--- src/rtl/regfile_sched.sv ---
// Write scheduler for the renaming register file: shares the busy-array write path
// between issue and commit, tracks busy/tag ownership, and sweeps busy clear after reset/flush.
module regfile_sched #(
  parameter int data_width = 16,
  parameter int tag_width  = 3,
  parameter int num_regs   = 8
) (
  input  logic                  clk,
  input  logic                  reset,
  input  logic                  flush,
  input  logic                  issue_valid,
  input  logic [2:0]            issue_dest,
  input  logic [tag_width-1:0]  issue_tag,
  output logic                  issue_ready,
  input  logic                  commit_valid,
  input  logic [2:0]            commit_dest,
  input  logic [tag_width-1:0]  commit_tag,
  input  logic [data_width-1:0] commit_value,
  output logic                  commit_ready,
  output logic                  ld_busy_ic,
  output logic                  ld_rob_entry,
  output logic [2:0]            dest_ic,
  output logic [tag_width-1:0]  rob_entry_in,
  output logic                  ld_busy_rob,
  output logic                  ld_value,
  output logic [2:0]            dest_rob,
  output logic [data_width-1:0] value_in
);

  typedef enum logic {SWEEP, RUN} state_t;

  state_t                               state_q, state_d;
  logic [2:0]                           cnt_q, cnt_d;
  logic [num_regs-1:0]                  busy_q, busy_d;
  logic [num_regs-1:0][tag_width-1:0]   tag_q, tag_d;
  logic                                 pend_v_q, pend_v_d;
  logic [2:0]                           pend_reg_q, pend_reg_d;

  logic issue_acc, commit_acc, match;

  always_comb begin
    state_d      = state_q;
    cnt_d        = cnt_q;
    busy_d       = busy_q;
    tag_d        = tag_q;
    pend_v_d     = pend_v_q;
    pend_reg_d   = pend_reg_q;
    issue_ready  = 1'b0;
    commit_ready = 1'b0;
    ld_busy_ic   = 1'b0;
    ld_rob_entry = 1'b0;
    dest_ic      = '0;
    rob_entry_in = '0;
    ld_busy_rob  = 1'b0;
    ld_value     = 1'b0;
    dest_rob     = '0;
    value_in     = '0;
    issue_acc    = 1'b0;
    commit_acc   = 1'b0;
    match        = busy_q[commit_dest] && (tag_q[commit_dest] == commit_tag);

    if (reset || flush) begin
      // Any in-flight pending clear is dropped; the sweep clears everything anyway.
      state_d  = SWEEP;
      cnt_d    = '0;
      pend_v_d = 1'b0;
      busy_d   = '0;
    end else if (state_q == SWEEP) begin
      ld_busy_rob = 1'b1;
      dest_rob    = cnt_q;
      cnt_d       = cnt_q + 3'd1;
      if (cnt_q == 3'(num_regs - 1)) state_d = RUN;
    end else if (pend_v_q) begin
      ld_busy_rob = 1'b1;
      dest_rob    = pend_reg_q;
      pend_v_d    = 1'b0;
    end else begin
      issue_ready  = 1'b1;
      commit_ready = 1'b1;
      issue_acc    = issue_valid;
      commit_acc   = commit_valid;

      if (commit_acc) begin
        ld_value = 1'b1;
        dest_rob = commit_dest;
        value_in = commit_value;
        if (match && !issue_acc) begin
          ld_busy_rob         = 1'b1;
          busy_d[commit_dest] = 1'b0;
        end else if (match && (commit_dest != issue_dest)) begin
          // Busy write port is taken by the issue; replay the clear next cycle.
          busy_d[commit_dest] = 1'b0;
          pend_v_d            = 1'b1;
          pend_reg_d          = commit_dest;
        end
      end

      if (issue_acc) begin
        ld_busy_ic         = 1'b1;
        ld_rob_entry       = 1'b1;
        dest_ic            = issue_dest;
        rob_entry_in       = issue_tag;
        busy_d[issue_dest] = 1'b1;
        tag_d[issue_dest]  = issue_tag;
      end
    end
  end

  always_ff @(posedge clk) begin
    tag_q      <= tag_d;
    pend_reg_q <= pend_reg_d;
    if (reset) begin
      state_q  <= SWEEP;
      cnt_q    <= '0;
      busy_q   <= '0;
      pend_v_q <= 1'b0;
    end else begin
      state_q  <= state_d;
      cnt_q    <= cnt_d;
      busy_q   <= busy_d;
      pend_v_q <= pend_v_d;
    end
  end

endmodule

--- config.mk ---
export PLATFORM = sky130hd
export DESIGN_NAME = regfile_sched
export DESIGN_NICKNAME = d
export VERILOG_FILES = /design/src/rtl/regfile_sched.sv
export SDC_FILE = /design/constraint.sdc
export NUM_CORES = 1
export LEC_CHECK = 0
export CAP_MARGIN = 20
export CORE_AREA = 2 2 74 76
export CTS_BUF_LIST = sky130_fd_sc_hd__clkbuf_4 sky130_fd_sc_hd__clkbuf_8
export DETAILED_ROUTE_END_ITERATION = 16
export DIE_AREA = 0 0 76 78
export PLACE_DENSITY = 0.8
export SLEW_MARGIN = 40
export SYNTH_ARGS = -nofsm -noshare
export SYNTH_HDL_FRONTEND = slang
export SYNTH_SLANG_ARGS = --single-unit
--- constraint.sdc ---
create_clock -name clk -period 2.7 [get_ports clk]
set_input_delay 0.54 -clock clk [delete_from_list [all_inputs] [get_ports clk]]
set_output_delay 0.54 -clock clk [all_outputs]
set_load 0.03 [all_outputs]
==> results of run 1 <==
metal layers:
metal | wire, microns | track usage | up-vias
met5 | 0 | 0 | -
met4 | 107 | 0.0873 | 0
met3 | 422 | 0.0581 | 7
met2 | 2580 | 0.329 | 68
met1 | 1940 | 0.195 | 788
li1 | - | - | 825
logic make-up (layout without fill, tap and decap cells):
logic type | Yosys count | count (layout) | share of synthesized area
simple gates | 70 | 70 | 0.188
flops | 40 | 40 | 0.521
compound gates | 23 | 23 | 0.0725
mux | 20 | 20 | 0.124
buf+inv | 15 | 108 | 0.0524
xor+xnor | 7 | 7 | 0.0298
fa+ha+maj | 2 | 2 | 0.0122
per-stage QoR:
step	hold slack [ns]	setup TNS (ns)
after CTS	0.474	-0.187
after detailed placement	0.463	-4.14
final	0.470	-0.199
after floorplan	0.442	-0.0957
after global placement	0.454	-3.64
after global routing	0.496	-0.281
how the worst max path moves through the flow:
stage               slack (ns)     endpoint  depth (start not counted)      startpoint
floorplan                 -0.1  ld_busy_rob                          8  commit_dest[0]
global placement         -0.58  ld_busy_rob                         10  commit_dest[0]
detailed placement       -0.61  ld_busy_rob                         10  commit_dest[0]
CTS                      -0.19  ld_busy_rob                         10  commit_dest[0]
global route             -0.28  ld_busy_rob                         10  commit_dest[0]
finish                   -0.20  ld_busy_rob                         10  commit_dest[0]
sequential cells by signal, summed over array words and instances, names as in the netlist:
register,count
busy_q,8
cnt_q,3
pend_reg_q,3
pend_v_q,1
state_q,1
tag_q,24
what timing repair did:
item | CTS | global route
cloned | 1 | 0
setup endpoints to repair | 7 | 7
endpoints found under the hold margin | 0 | 0
pin swaps | 4 | 0
buffers inserted | 2 | 0
gates resized for setup | 16 | 3
cell type report:
type / instances / area (sq um)
inverters: 6 / 22.5
well taps: 70 / 87.6
clock buffers: 5 / 68.8
fillers: 428 / 2010
multi-input cells: 122 / 908
clock inverters: 3 / 42.5
flip-flops and latches: 40 / 1070
repair buffers: 94 / 833
power by group through the flow:
stage,combinational (uW),sequential (uW),clock (uW)
final,162,655,478
after global routing,174,655,511
after floorplan,63.8,669,0
after CTS,161,655,488
after global placement,141,669,0
after detailed placement,144,669,0
critical path, delay by kind of cell:
kind | cells | cell delay [ns]
mux | 2 | 0.61
xor+xnor | 1 | 0.17
compound gates | 1 | 0.16
buf+inv | 4 | 0.55
simple gates | 2 | 0.33
cell usage in the layout (no fill, tap or decap), types with 4 or more instances in the layout:
master and n:
sky130_fd_sc_hd__nand2b_1 6, sky130_fd_sc_hd__clkdlybuf4s50_1 29, sky130_fd_sc_hd__a21oi_1 8, sky130_fd_sc_hd__xnor2_1 4, sky130_fd_sc_hd__clkbuf_8 5, sky130_fd_sc_hd__edfxtp_1 27
sky130_fd_sc_hd__inv_1 5, sky130_fd_sc_hd__mux2i_1 16, sky130_fd_sc_hd__and2_1 21, sky130_fd_sc_hd__dfxtp_1 13, sky130_fd_sc_hd__a31oi_1 4, sky130_fd_sc_hd__nor2_1 14
sky130_fd_sc_hd__nor3_1 6, sky130_fd_sc_hd__nand2_1 8, sky130_fd_sc_hd__buf_4 59
==> results by stage, run 1 <==
Timing:
- The headroom to the max-slew limit is 0.608.
- Setup violations remaining at the end of the flow were counted as 1.
- The worst clock skew is 0.00745 ns.
- The maximum achievable frequency is 345 MHz.
- The count of final max-slew check failures is 0.
- Setup repair after global routing could not meet its margin everywhere.
- Setup slack on the critical path of the routed design comes to -0.199 ns.
- The shortest clock period the worst path allows after layout is 2.90 ns.
- At the pin with the least slew margin, the transition time is 0.586 ns.
- Dividing the final minimum period by the clock period gives 1.07.
- The hold violation total from the final report is 0.

Die:
- The die is 78 microns tall.
- The die covers 5930 sq um.
- The floorplan step set the die width to 76 microns.
- The initialized floorplan defines 26 standard-cell rows.
- For this configuration, the core starts out at a cell density of 0.407.
- The count of boundary I/O pins is 64.
- The area of the placeable core is 5040 sq um.

Placed design:
- The detailed placer's ending HPWL is 3910 microns.
- The placer congestion estimate is 0.783.
- The worst slack after detailed placement is -0.609 ns.
- Counting tap cells, the placed design contains a total of 329 instances.
- After detailed placement, the total cell area comes to 2840 sq um.
- The count of input and output buffers is 63.

Final layout:
- 0 antenna diodes ended up in the layout.
- The share of cells above drive strength 1 is 0.322.
- The layout net count is 304.
- The post-layout instance area is 3030 sq um.
- For this run, the share of the core covered by cells in the final layout is 0.602.
- The final non-filler cell total is 340.
- The relative area change from synthesis to final layout is 47.7%.

CTS:
- For this design, the CTS-stage hold fixing added 0 buffers.
- The TritonCTS clock tree is yes.
- After clock tree synthesis, the clock-pin slew on the worst setup and hold paths is 0.08 ns.
- The tree built by TritonCTS fans out to 40 sinks.
- The CTS buffer count is 5.
- The clock passes through at most 2 buffers.
- The H-tree depth reported by CTS is 2.
- In this run the clock root is driven by a sky130_fd_sc_hd__clkbuf_8.
- The insertion delay of the later-clocked pin in the worst-skew pair is 0.30 ns.

Outcome:
- The flow ran to the end, but the final reports show violations.
- The final reports fail on negative setup slack.

Drt:
- The number of iterations in the first detailed-routing pass is 4.
- For this block, the initial DRC count from the detailed router was 67.
- The routed layout has 1688 vias.
- The residual DRC count is 0.
- Dividing the detail-routed wire length by the instance count gives 14.9 microns.
- The aggregate routed wire length is 5050 microns.
- The number of vias per cell is 4.96.
- The remaining antenna violation count after routing is 0.

Critical path:
- The worst register-to-register path begins at tag_q[15].
- The most used cell along the critical path is sky130_fd_sc_hd__buf_12.
- The worst setup path is captured at an output port.
- Traced cell by cell, the critical path runs through buf_12, buf_12, mux2i_1, mux4_2, xnor2_2, nor4_2, buf_4, nand2b_1, a21oi_2, buf_6.
- The logic depth of the worst register-to-register path is 7.
- For this design, the slowest cell found on the critical path is sky130_fd_sc_hd__mux4_2.
- Setup slack on the worst reg-to-reg path comes out at 0.42 ns.
- The critical register-to-register path endpoint is busy_q[1].
- At the worst endpoint, the required time is 2.16 ns.
- The peak fanout along the critical path is 7.
- The largest single stage delay on the critical path is 0.50 ns.
- The category of the critical setup timing path is in2out.
- STA classifies the critical path startpoint as an input port.
- Data on the critical path arrives at its endpoint at 2.36 ns.

Logic synthesis:
- The number of nets handed over by synthesis was 212.
- After synthesis, the share of flip-flops with an asynchronous set or reset is 0.
- Of the post-synthesis cell area, the dominant cell type holds 0.395.
- Ranked by total cell area, the synthesized netlist is headed by sky130_fd_sc_hd__edfxtp_1 (39%), sky130_fd_sc_hd__dfxtp_1 (13%), sky130_fd_sc_hd__mux2i_1 (7.8%).
- The leading area contributor after synthesis is sky130_fd_sc_hd__edfxtp_1.
- The summed instance area of the synthesized netlist is 2050 sq um.
- By instance count, the leading cell after synthesis is sky130_fd_sc_hd__edfxtp_1.
- The Yosys step of the flow raised 0 warnings.
- Counting every instance in the synthesized netlist gives 177.
- In the synthesized netlist the dominant register cell turns out to be sky130_fd_sc_hd__edfxtp_1.
- The post-synthesis cell type count is 37.
- Sorting the synthesized cells by how often they occur yields sky130_fd_sc_hd__edfxtp_1 (27), sky130_fd_sc_hd__and2_1 (21), sky130_fd_sc_hd__mux2i_1 (16), sky130_fd_sc_hd__nor2_1 (15), sky130_fd_sc_hd__dfxtp_1 (13).
- The average instance in the mapped netlist occupies 11.6 sq um.
- Counting flops and latches in the post-synthesis netlist gives 40.
- In this run, synthesis inferred 27 flip-flops with an integrated enable.
- The share of the yosys chip area belonging to registers is 0.521.

Power:
- The internal portion of total power is 1020 uW.
- Of the total power, combinational logic draws 0.125.
- Power comes to 1290 uW.
- For this design the static power due to leakage is 0.00125 uW.
- The register share of total power is 0.506.
- In this run the power spent charging and discharging nets is 271 uW.
- Dividing total power by cell area gives a power density of 427 nW/um^2.
- Of the total power, the clock network draws 0.369.
- The worst IR drop on VDD is 376 uV.
- The fraction of power spent switching nets is 0.209.

Global route:
- Entering global routing, the biggest net connects 19 pins.
- The number of antenna violations at the first check in global routing is 0.
- The total overflow left after global routing is 0.
- The via count of the first global-routing pass is 1738.
- The global-route wire length before repair is 8360 microns.
- The total routing resource utilization after global routing is 0.183.

Worst hold path:
- The worst hold path cell count is 2.
- The worst hold path begins at busy_q[2].
- The worst hold path endpoint is busy_q[2].
- In this run the worst hold path is classified as reg2reg.

Run:
- Max-cap violations in this run came to 0.
Note: power is estimated with default switching activity, not from simulation.
==> inputs of run 2 (changes only) <==
Settings changed: PLACE_DENSITY 0.8 to 0.82.
Clock period 2.7 ns to 2.5 ns, I/O delays scaled along.
==> results by stage, run 2 (synthesis gave the netlist of run 1 again) <==
Worst hold path:
- The path class of the tightest hold or removal check is reg2reg.
- The worst hold path cell count is 2 (unchanged).
- The worst hold path begins at busy_q[4].
- The path with the worst hold slack has its endpoint at busy_q[4].

Timing:
- The transition time of the tightest slew-check pin is 0.704 ns (+0.118 ns).
- The shortest clock period the worst path allows after layout is 2.78 ns.
- For this run, the top clock speed supported by timing is 360 MHz.
- The hold violation total from the final report is 0 (unchanged).
- The final hold slack is 0.480 ns (+0.00977 ns).
- The worst clock skew is 0.00866 ns (+0.00121 ns).
- The number of setup violations in the final report is 1 (unchanged).
- The count of final max-slew check failures is 0 (unchanged).
- Dividing the final minimum period by the clock period gives 1.11.
- Setup repair after global routing could not meet its margin everywhere.
- The headroom to the max-slew limit is 0.529 (-0.0793).
- The minimum setup slack in the final design is -0.279 ns (-0.0801 ns).

CTS:
- The worst-case clock buffer depth is 2 (unchanged).
- The insertion delay of the later-clocked pin in the worst-skew pair is 0.29 ns (about the same).
- The H-tree depth reported by CTS is 2 (unchanged).
- The number of hold-repair buffers added at the cts stage is 0 (unchanged).
- The CTS buffer count is 5 (unchanged).
- The clock net sink count was 40 (unchanged).
- TritonCTS built the clock tree.
- The clock transition at the registers of the reported paths is 0.07 ns (about the same).
- The tree is rooted in a sky130_fd_sc_hd__clkbuf_8.

Drt:
- The routed wire length per instance was 15.4 microns (+3.8%).
- The remaining antenna violation count after routing is 0 (unchanged).
- The aggregate routed wire length is 5300 microns (+5.0%).
- The number of vias per cell is 5.06 (+1.8%).
- The residual DRC count was 0 (unchanged).
- The DRC marker count from the first detailed-route iteration is 60 (-10%).
- The overall via count from detail_route is 1739 (+3.0%).
- The number of iterations in the first detailed-routing pass is 4 (unchanged).

Die:
- The effective utilization at floorplan is 0.407 (unchanged).
- The site row count came to 26 (unchanged).
- The vertical die dimension is 78 microns (unchanged).
- The die width was 76 microns (unchanged).
- The area of the placeable core is 5040 sq um (unchanged).
- The overall die area is 5930 sq um (unchanged).
- The count of boundary I/O pins is 64 (unchanged).

Placed design:
- The count of input and output buffers is 63 (unchanged).
- The detailed placer's ending HPWL is 4040 microns (+3.4%).
- The worst slack after detailed placement was -0.761 ns (-0.153 ns).
- The placer congestion estimate came to 0.837 (+6.9%).
- The cell area after placement is 2880 sq um (+1.4%).

Final layout:
- The area growth from synthesis to layout is 54.0%.
- The most flop-heavy register is tag_q.
- The post-layout instance area is 3160 sq um (+4.2%).
- The number of diodes added for antenna fixing is 0 (unchanged).
- The top cell types in the final layout, fill and taps aside, are sky130_fd_sc_hd__buf_4 (61), sky130_fd_sc_hd__clkdlybuf4s50_1 (29), sky130_fd_sc_hd__edfxtp_1 (27), sky130_fd_sc_hd__and2_1 (15), sky130_fd_sc_hd__mux2i_1 (15).
- The final core area utilization is 0.627 (+0.0256).
- The largest registers in the layout are tag_q: 24 flops, busy_q: 8 flops.
- The count of fill cells added during filler insertion is 407 (-4.9%).
- Leaving out fill and tap cells, the most frequent cell in the layout is sky130_fd_sc_hd__buf_4.
- The layout net count is 308 (+1.3%).
- The flip-flop count of the largest register after layout is 24 (unchanged).
- The share of cells above drive strength 1 is 0.387 (+0.0646).

Global route:
- The total routing resource utilization after global routing is 0.184 (+0.000867).
- The via count of the first global-routing pass was 1719 (-1.1%).
- The maximum number of pins on one net before global-route repair is 14 (-5).
- The global-route wire length before repair is 8420 microns (+0.75%).
- The number of antenna violations at the first check in global routing is 0 (unchanged).
- The final global-route overflow total is 0 (unchanged).

Critical path:
- The worst flop-to-flop path startpoint is tag_q[18].
- The category of the critical setup timing path is in2out.
- STA classifies the critical path startpoint as an input port.
- The worst register-to-register path ends at busy_q[3].
- The required arrival time at the worst endpoint is 2.00 ns (-0.16 ns).
- The setup slack of the most critical reg-to-reg path is 0.18 ns (-0.24 ns).
- The critical path goes through buf_12, buf_16, mux2i_1, mux4_2, xnor2_2, nor4_4, nand2b_1, a21oi_4, buf_6.
- The critical path capture point type is an output port.
- The peak fanout along the critical path is 6 (-1).
- The maximum cell stage delay along the critical path was 0.50 ns (about the same).
- The critical path's slowest cell is sky130_fd_sc_hd__mux4_2.
- The critical path data arrival time is 2.28 ns (-0.08 ns).
- The logic depth of the worst register-to-register path is 7 (unchanged).

Power:
- The worst IR drop on VDD came to 410 uV (+9.0%).
- The leakage component of the power is 0.00129 uW (+2.7%).
- The power per cell area is 415 nW/um^2 (-2.9%).

Run:
- The number of max-cap violations was 0 (unchanged).

Outcome:
- The run finished, with violations left.
- The final reports fail on negative setup slack.
run 2: changes by cell type in the layout (fill, tap and decap cells not counted), sizes merged:
cell / delta
bufinv: -1
dlygate4sd2: +1
clkdlybuf4s15: -1
buf: +4
clkinvlp: +1
run 2: where the power goes:
group | switching [uW] | internal [uW]
Clock | 219 | 192
Sequential | 1.24 | 706
Combinational | 81.5 | 111
Total | 302 | 1010
run 2: worst max-delay path by stage:
| stage | from | to | cells after the start |
|---|---|---|---|
| floorplan | commit_dest[0] | ld_busy_rob | 8 |
| global placement | commit_dest[0] | ld_busy_rob | 9 |
| detailed placement | commit_dest[0] | ld_busy_rob | 9 |
| CTS | commit_dest[0] | ld_busy_rob | 9 |
| global route | commit_dest[0] | ld_busy_rob | 9 |
| finish | commit_dest[0] | ld_busy_rob | 9 |
run 2: layout make-up:
type                            count  area [sq um]  share of cell area
Sequential cell                    40          1070               0.339
Multi-Input combinational cell    122          1030               0.325
Clock buffer                        5          68.8              0.0218
Clock inverter                      3          18.8             0.00593
Tap cell                           70          87.6              0.0277
Inverter                            6          25.0             0.00791
Timing Repair Buffer               98           863               0.273
run 2: worst max-delay path: cells and delay by family:
family | cells | cell delay (ns)
mux | 2 | 0.64
buf+inv | 3 | 0.38
xor+xnor | 1 | 0.17
simple gates | 2 | 0.44
compound gates | 1 | 0.14
run 2: stage by stage:
| step | power, uW | instances | TNS, ns |
|---|---|---|---|
| floorplan | 795 | 177 | -0.0496 |
| global placement | 878 | 330 | -6.63 |
| detailed placement | 882 | 330 | -7.30 |
| CTS | 1300 | 341 | -0.314 |
| global route | 1350 | 344 | -0.386 |
| finish | 1310 | 344 | -0.279 |
run 2: routing by layer:
metal / GRT usage / vias to the layer above / routed length [microns]
li1: - / 837 / -
met1: 0.221 / 822 / 2190
met2: 0.322 / 74 / 2710
met3: 0.0314 / 6 / 323
met4: 0.0873 / 0 / 74
met5: 0 / - / 0
run 2: repair_timing:
| item | CTS | global route |
|---|---|---|
| pin swaps | 4 | 6 |
| gates resized for setup | 17 | 17 |
| endpoints found under the setup margin | 15 | 25 |
| cloned | 1 | 1 |
| setup buffers | 2 | 3 |
==> inputs of run 3 (changes only) <==
Settings changed: CORE_AREA 2 2 74 76 to 5 5 77 79, DIE_AREA 0 0 76 78 to 0 0 82 84.
==> results by stage, run 3 (synthesis gave the netlist of run 1 again) <==
Timing:
- Setup repair after global routing could not meet its margin everywhere.
- The final period utilization is 1.11 (+0.00198).
- The worst clock skew is 0.00288 ns (-0.00577 ns).
- The shortest clock period the worst path allows after layout is 2.78 ns (+0.00495 ns).
- The hold violation total from the final report is 0 (unchanged).
- The minimum setup slack in the final design is -0.284 ns (-0.00495 ns).
- The accumulated negative setup slack is -0.284 ns (-0.00495 ns).
- The headroom to the max-slew limit is 0.595 (+0.0660).
- The number of setup violations in the final report is 1 (unchanged).
- The count of final max-slew check failures is 0 (unchanged).
- The transition time of the tightest slew-check pin is 0.606 ns (-0.0986 ns).
- The maximum achievable frequency is 359 MHz (-0.18%).

Drt:
- The number of vias per cell is 4.92 (-2.7%).
- The routed wire length per instance is 15.2 microns (-1.5%).
- The residual DRC count came to 0 (unchanged).
- The aggregate routed wire length is 5190 microns (-2.0%).
- The DRC marker count from the first detailed-route iteration is 82 (+37%).
- The remaining antenna violation count after routing is 0 (unchanged).
- The number of iterations in the first detailed-routing pass is 4 (unchanged).
- The overall via count from detail_route is 1682 (-3.3%).

CTS:
- The clock net sink count is 40 (unchanged).
- The CTS buffer count was 5 (unchanged).
- The H-tree depth reported by CTS is 2 (unchanged).
- TritonCTS built the clock tree.
- The insertion delay of the later-clocked pin in the worst-skew pair was 0.30 ns (about the same).
- The number of hold-repair buffers added at the cts stage came to 0 (unchanged).
- The clock transition at the registers of the reported paths is 0.08 ns (about the same).
- The cell sitting at the root of the clock tree is a sky130_fd_sc_hd__clkbuf_8.
- The worst-case clock buffer depth is 2 (unchanged).

Power:
- The leakage component of the power is 0.00127 uW (-1.2%).
- The internal portion of total power was 1110 uW (+9.9%).
- The switching power was 311 uW (+3.1%).
- The power per cell area is 460 nW/um^2 (+11%).
- The combinational share of power came to 0.125 (-0.022).
- The fraction of power spent switching nets is 0.219 (-0.0112).
- The register share of total power is 0.497 (-0.042).
- The clock share of power was 0.378 (+0.064).
- The worst IR drop on VDD is 377 uV (-8.0%).

Final layout:
- The most flop-heavy register is tag_q.
- The share of cells above drive strength 1 came to 0.363 (-0.0239).
- The number of diodes added for antenna fixing is 0 (unchanged).
- The layout net count was 304 (-1.3%).
- The most frequent standard cell in the layout excluding fill and tap cells is sky130_fd_sc_hd__buf_4.
- The largest registers in the layout are tag_q: 24 flops, busy_q: 8 flops.
- Leaving out fill and tap cells, the most frequent cells in the layout are sky130_fd_sc_hd__buf_4 (57), sky130_fd_sc_hd__clkdlybuf4s50_1 (29), sky130_fd_sc_hd__edfxtp_1 (27), sky130_fd_sc_hd__mux2i_1 (16), sky130_fd_sc_hd__and2_1 (15).
- The area growth from synthesis to layout is 50.4%.
- The final core area utilization is 0.586 (-0.0409).
- The count of fill cells added during filler insertion is 431 (+5.9%).
- The flip-flop count of the largest register after layout came to 24 (unchanged).

Die:
- The overall die area was 6890 sq um (+16%).
- The vertical die dimension is 84 microns (+7.7%).
- The area of the placeable core is 5270 sq um (+4.5%).
- The die width is 82 microns (+7.9%).
- The count of boundary I/O pins came to 64 (unchanged).
- The site row count is 27 (+3.8%).
- The effective utilization at floorplan is 0.390 (-0.0176).

Critical path:
- The cell family with the largest share of critical-path delay is multiplexers.
- The number of gates on the worst path with buffers counted is 9 (unchanged).
- The critical path goes through buf_8, buf_16, mux2i_1, mux4_2, xnor2_2, nor4_2, nand2b_1, a21oi_4, buf_6.
- The required arrival time at the worst endpoint is 2.00 ns (about the same).
- The critical path in this run is classified as in2out.
- The maximum cell stage delay along the critical path was 0.50 ns (about the same).
- The worst setup path is launched from an input port.
- The number of buffer and inverter stages on the critical path is 3 (unchanged).
- STA classifies the critical path endpoint as an output port.
- The peak fanout along the critical path came to 7 (+1).
- The worst register-to-register path begins at tag_q[18].
- For this design, the slowest cell found on the critical path is sky130_fd_sc_hd__mux4_2.
- The logic depth of the worst register-to-register path is 7 (unchanged).
- The most critical setup path has its startpoint at commit_dest[0].
- The critical path data arrival time is 2.28 ns (about the same).

Global route:
- The number of antenna violations at the first check in global routing came to 0 (unchanged).
- The final global-route overflow total is 0 (unchanged).
- The global-route wire length before repair is 8140 microns (-3.3%).
- The met1 track demand over resource in global routing is 0.186 (-0.0351).
- In this run the most used layer during global routing was met2.
- The via count of the first global-routing pass is 1615 (-6.1%).
- The maximum number of pins on one net before global-route repair is 19 (+5).
- The met2 demand-to-capacity share in global routing came to 0.270 (-0.0519).
- The met3 usage is 0.0410 (+0.00964).
- The total routing resource utilization after global routing is 0.158 (-0.0264).

Worst hold path:
- The type of the tightest min-delay check is reg2reg.
- The worst hold path begins at busy_q[4].
- The worst hold path cell count came to 2 (unchanged).

Placed design:
- The detailed placer's ending HPWL came to 4030 microns (-0.24%).
- The placer congestion estimate is 0.839 (+0.29%).
- The count of input and output buffers is 63 (unchanged).

Run:
- The number of max-cap violations is 0 (unchanged).

Outcome:
- The checks that failed: negative setup slack.
- The run finished, with violations left.
## run 3: worst register-to-register path: cells and delay by family (launching register included)
kind / cells / cell delay, ns
mux: 2 / 0.59
simple gates: 2 / 0.74
flops: 1 / 0.35
xor+xnor: 1 / 0.17
compound gates: 1 / 0.21
buf+inv: 1 / 0.14
## run 3: per-stage QoR
step	cells	setup slack [ns]	hold WS (ns)	total power [uW]	cell area, sq um
after floorplan	177	-0.0496	0.442	795	2100
after global placement	330	-0.635	0.452	878	2870
after detailed placement	330	-0.700	0.457	881	2870
after CTS	340	-0.324	0.476	1420	3050
after global routing	342	-0.409	0.498	1470	3090
final	342	-0.284	0.474	1420	3090
## run 3: layer usage
layer  vias up  wire, microns
met5         -              0
met4         0             86
met3         8            454
met2        69           2620
met1       781           2030
li1        824              -
## run 3: path summary, 6_finish.rpt
| path | end | slack (ns) |
|---|---|---|
| setup / recovery | ld_busy_rob | -0.28 |
| hold / removal | busy_q[4] | 0.47 |
| setup reg to reg | busy_q[0] | 0.20 |
| hold reg to reg | busy_q[4] | 0.47 |
## run 3: repair_timing
| action | in CTS | in global routing |
|---|---|---|
| buffers inserted | 1 | 2 |
| pin swaps | 4 | 3 |
| cloned | 1 | 0 |
| setup endpoints to repair | 14 | 24 |
| gates resized for setup | 17 | 5 |
## run 3: layout make-up
class | count | area (sq um) | share of cell area
multi-input cells | 122 | 957 | 0.310
flip-flops and latches | 40 | 1070 | 0.347
well taps | 72 | 90.1 | 0.0291
clock buffers | 5 | 68.8 | 0.0223
clock inverters | 3 | 46.3 | 0.0150
inverters | 6 | 22.5 | 0.00729
repair buffers | 94 | 835 | 0.270
## run 3: power groups by stage
stage                     sequential (uW)  combinational [uW]  clock, uW
after floorplan                       722                73.1          0
after global placement                722                 156          0
after detailed placement              722                 159          0
after CTS                             707                 175        543
after global routing                  707                 190        576
final                                 707                 177        537
==> RTL change (config.mk and constraints of run 1) <==
Change the parameter `data_width` from 16 to 20.
--- a/src/rtl/regfile_sched.sv
+++ b/src/rtl/regfile_sched.sv
@@ -1,7 +1,7 @@
 // Write scheduler for the renaming register file: shares the busy-array write path
 // between issue and commit, tracks busy/tag ownership, and sweeps busy clear after reset/flush.
 module regfile_sched #(
-  parameter int data_width = 16,
+  parameter int data_width = 20,
   parameter int tag_width  = 3,
   parameter int num_regs   = 8
 ) (
Interface: changed (resized commit_value and value_in); port bits go from 64 to 72. The function was not compared with the original's and may differ.
==> RTL change against run 1 <==
The run still ends with negative setup slack left. Power rose by 1.0%. Synthesized cell count rose by 2.8%. Setup slack improved by 0.011 ns. Hold slack improved by 0.011 ns. Sequential cell count did not move. Final area rose by 3.4%. First-iteration DRC count fell by 16%. Synthesized area rose by 1.4%. Routed wire length fell by 0.50%. Clock power rose by 3%. Critical path type unchanged. Highest routed layer unchanged.
==> RTL change: results (changes against run 1) <==
metric;value;unit;change
status;complete, but fails checks;;
violations;negative setup slack;;
leakage;0.00131;uW;+4.6%
dpl_worst_slack;-0.630;ns;-0.0219 ns
dp_hpwl;3730;um;-4.4%
setup_slack;-0.188;ns;+0.0109 ns
top_regs;tag_q (24), busy_q (8);;
ys_top_cells_by_count;27 x edfxtp_1, 25 x and2_1, 16 x mux2i_1;;
syn-num-nets;221;;+4.2%
fin_skew;0.0126;ns;+0.00513 ns
ys_seq_area_frac;0.514;;-0.00720
grt_max_degree;22;;+3
drive_gt1_frac;0.323;;+0.000473
via_count;1703;;+0.89%
grt_pass1_wl;8000;um;-4.2%
worstMarginPinSlew;0.543;ns;-0.0425 ns
num-fill-cells;397;;-7.2%
grt_use_met2;0.277;;-0.0527
grt_pass1_vias;1607;;-7.5%
drt-total-wl;5030;um;-0.50%
place.gp.congestion;0.867;;+11%
grt_util_met1;0.220;;+0.0250
worstPathMaxFanout;8;;+1
hold_class;flop to flop;;
grt.met3_usage;0.0453;;-0.0128
port_buffers;71;;+13%
grt_use_total;0.177;;-0.00567
ir_drop;0.000344;V;-8.4%
drt_iter0_drc;56;;-16%
setup_viol;1;;unchanged
num_antenna_cells;0;;unchanged
htreeDepth;2;;unchanged
nets;320;;+5.3%
cp_slowest_stage_delay;0.49;ns;
synthTopCellsByArea;edfxtp_1 39%, dfxtp_1 12%, mux2i_1 7.7%, and2_1 7.5%, mux4_2 3.2%;;
[RTL change: kinds of logic after synthesis]
| logic type | synth area share |
|---|---|
| AOI/OAI and AO/OA | 0.0715 |
| xor gates and xnor gates | 0.0294 |
| adders and majority gates | 0.0120 |
| buffers and inverters | 0.0535 |
| DFF | 0.514 |
| muxes | 0.122 |
| and+or+nand+nor | 0.198 |
[RTL change: metal layers]
| layer | wire length [um] | up-vias | part of all wire |
|---|---|---|---|
| li1 | - | 851 | - |
| met1 | 2150 | 763 | 0.43 |
| met2 | 2290 | 80 | 0.45 |
| met3 | 437 | 9 | 0.087 |
| met4 | 151 | 0 | 0.030 |
| met5 | 0 | - | 0 |
[RTL change: metrics by stage]
stage               cells  TNS (ns)  total power (uW)  area, um^2
floorplan             182   -0.0957               732        2090
global placement      341     -3.88               812        2930
detailed placement    341     -4.12               813        2930
CTS                   350    -0.174              1320        3110
global route          352    -0.266              1360        3140
finish                352    -0.188              1310        3140
[RTL change: power by group]
part           leakage, uW  total (uW)  switching (uW)  internal, uW
clock network    0.0000548         494             216           278
logic             0.000909         160            64.0          95.7
registers         0.000348         654            1.11           653
total              0.00131        1310             281          1030
[RTL change: final cells by class]
type | instances | share of cell area
multi-input cells | 126 | 0.299
well taps | 70 | 0.0279
flip-flops and latches | 40 | 0.341
clock inverters | 3 | 0.0148
repair buffers | 102 | 0.287
inverters | 6 | 0.00718
clock buffers | 5 | 0.0219
[RTL change: repair_timing]
item | 4_1_cts | 5_1_grt
hold endpoints to repair | 0 | 0
gates cloned | 1 | 1
gates resized for setup | 17 | 6
endpoints found under the setup margin | 6 | 28
buffers inserted | 0 | 1
pin swaps | 4 | 0
hold buffers | 0 | 0
[RTL change: worst paths after layout]
path | startpoint | endpoint | slack [ns] | cells after the start
worst min-delay path | busy_q[4]$_SDFFE_PP0P_ | busy_q[4]$_SDFFE_PP0P_ | 0.48 | 2
worst max register to register | pend_v_q$_SDFFE_PP0P_ | busy_q[6]$_SDFFE_PP0P_ | 0.46 | 6
worst max-delay path | commit_dest[0] | ld_busy_rob | -0.19 | 10
worst min register to register | busy_q[4]$_SDFFE_PP0P_ | busy_q[4]$_SDFFE_PP0P_ | 0.48 | 2
[RTL change: critical path: cells and delay by family]
family / cells / cell delay, ns
mux: 2 / 0.60
compound gates: 1 / 0.14
buf+inv: 4 / 0.55
xor+xnor: 1 / 0.17
simple gates: 2 / 0.34
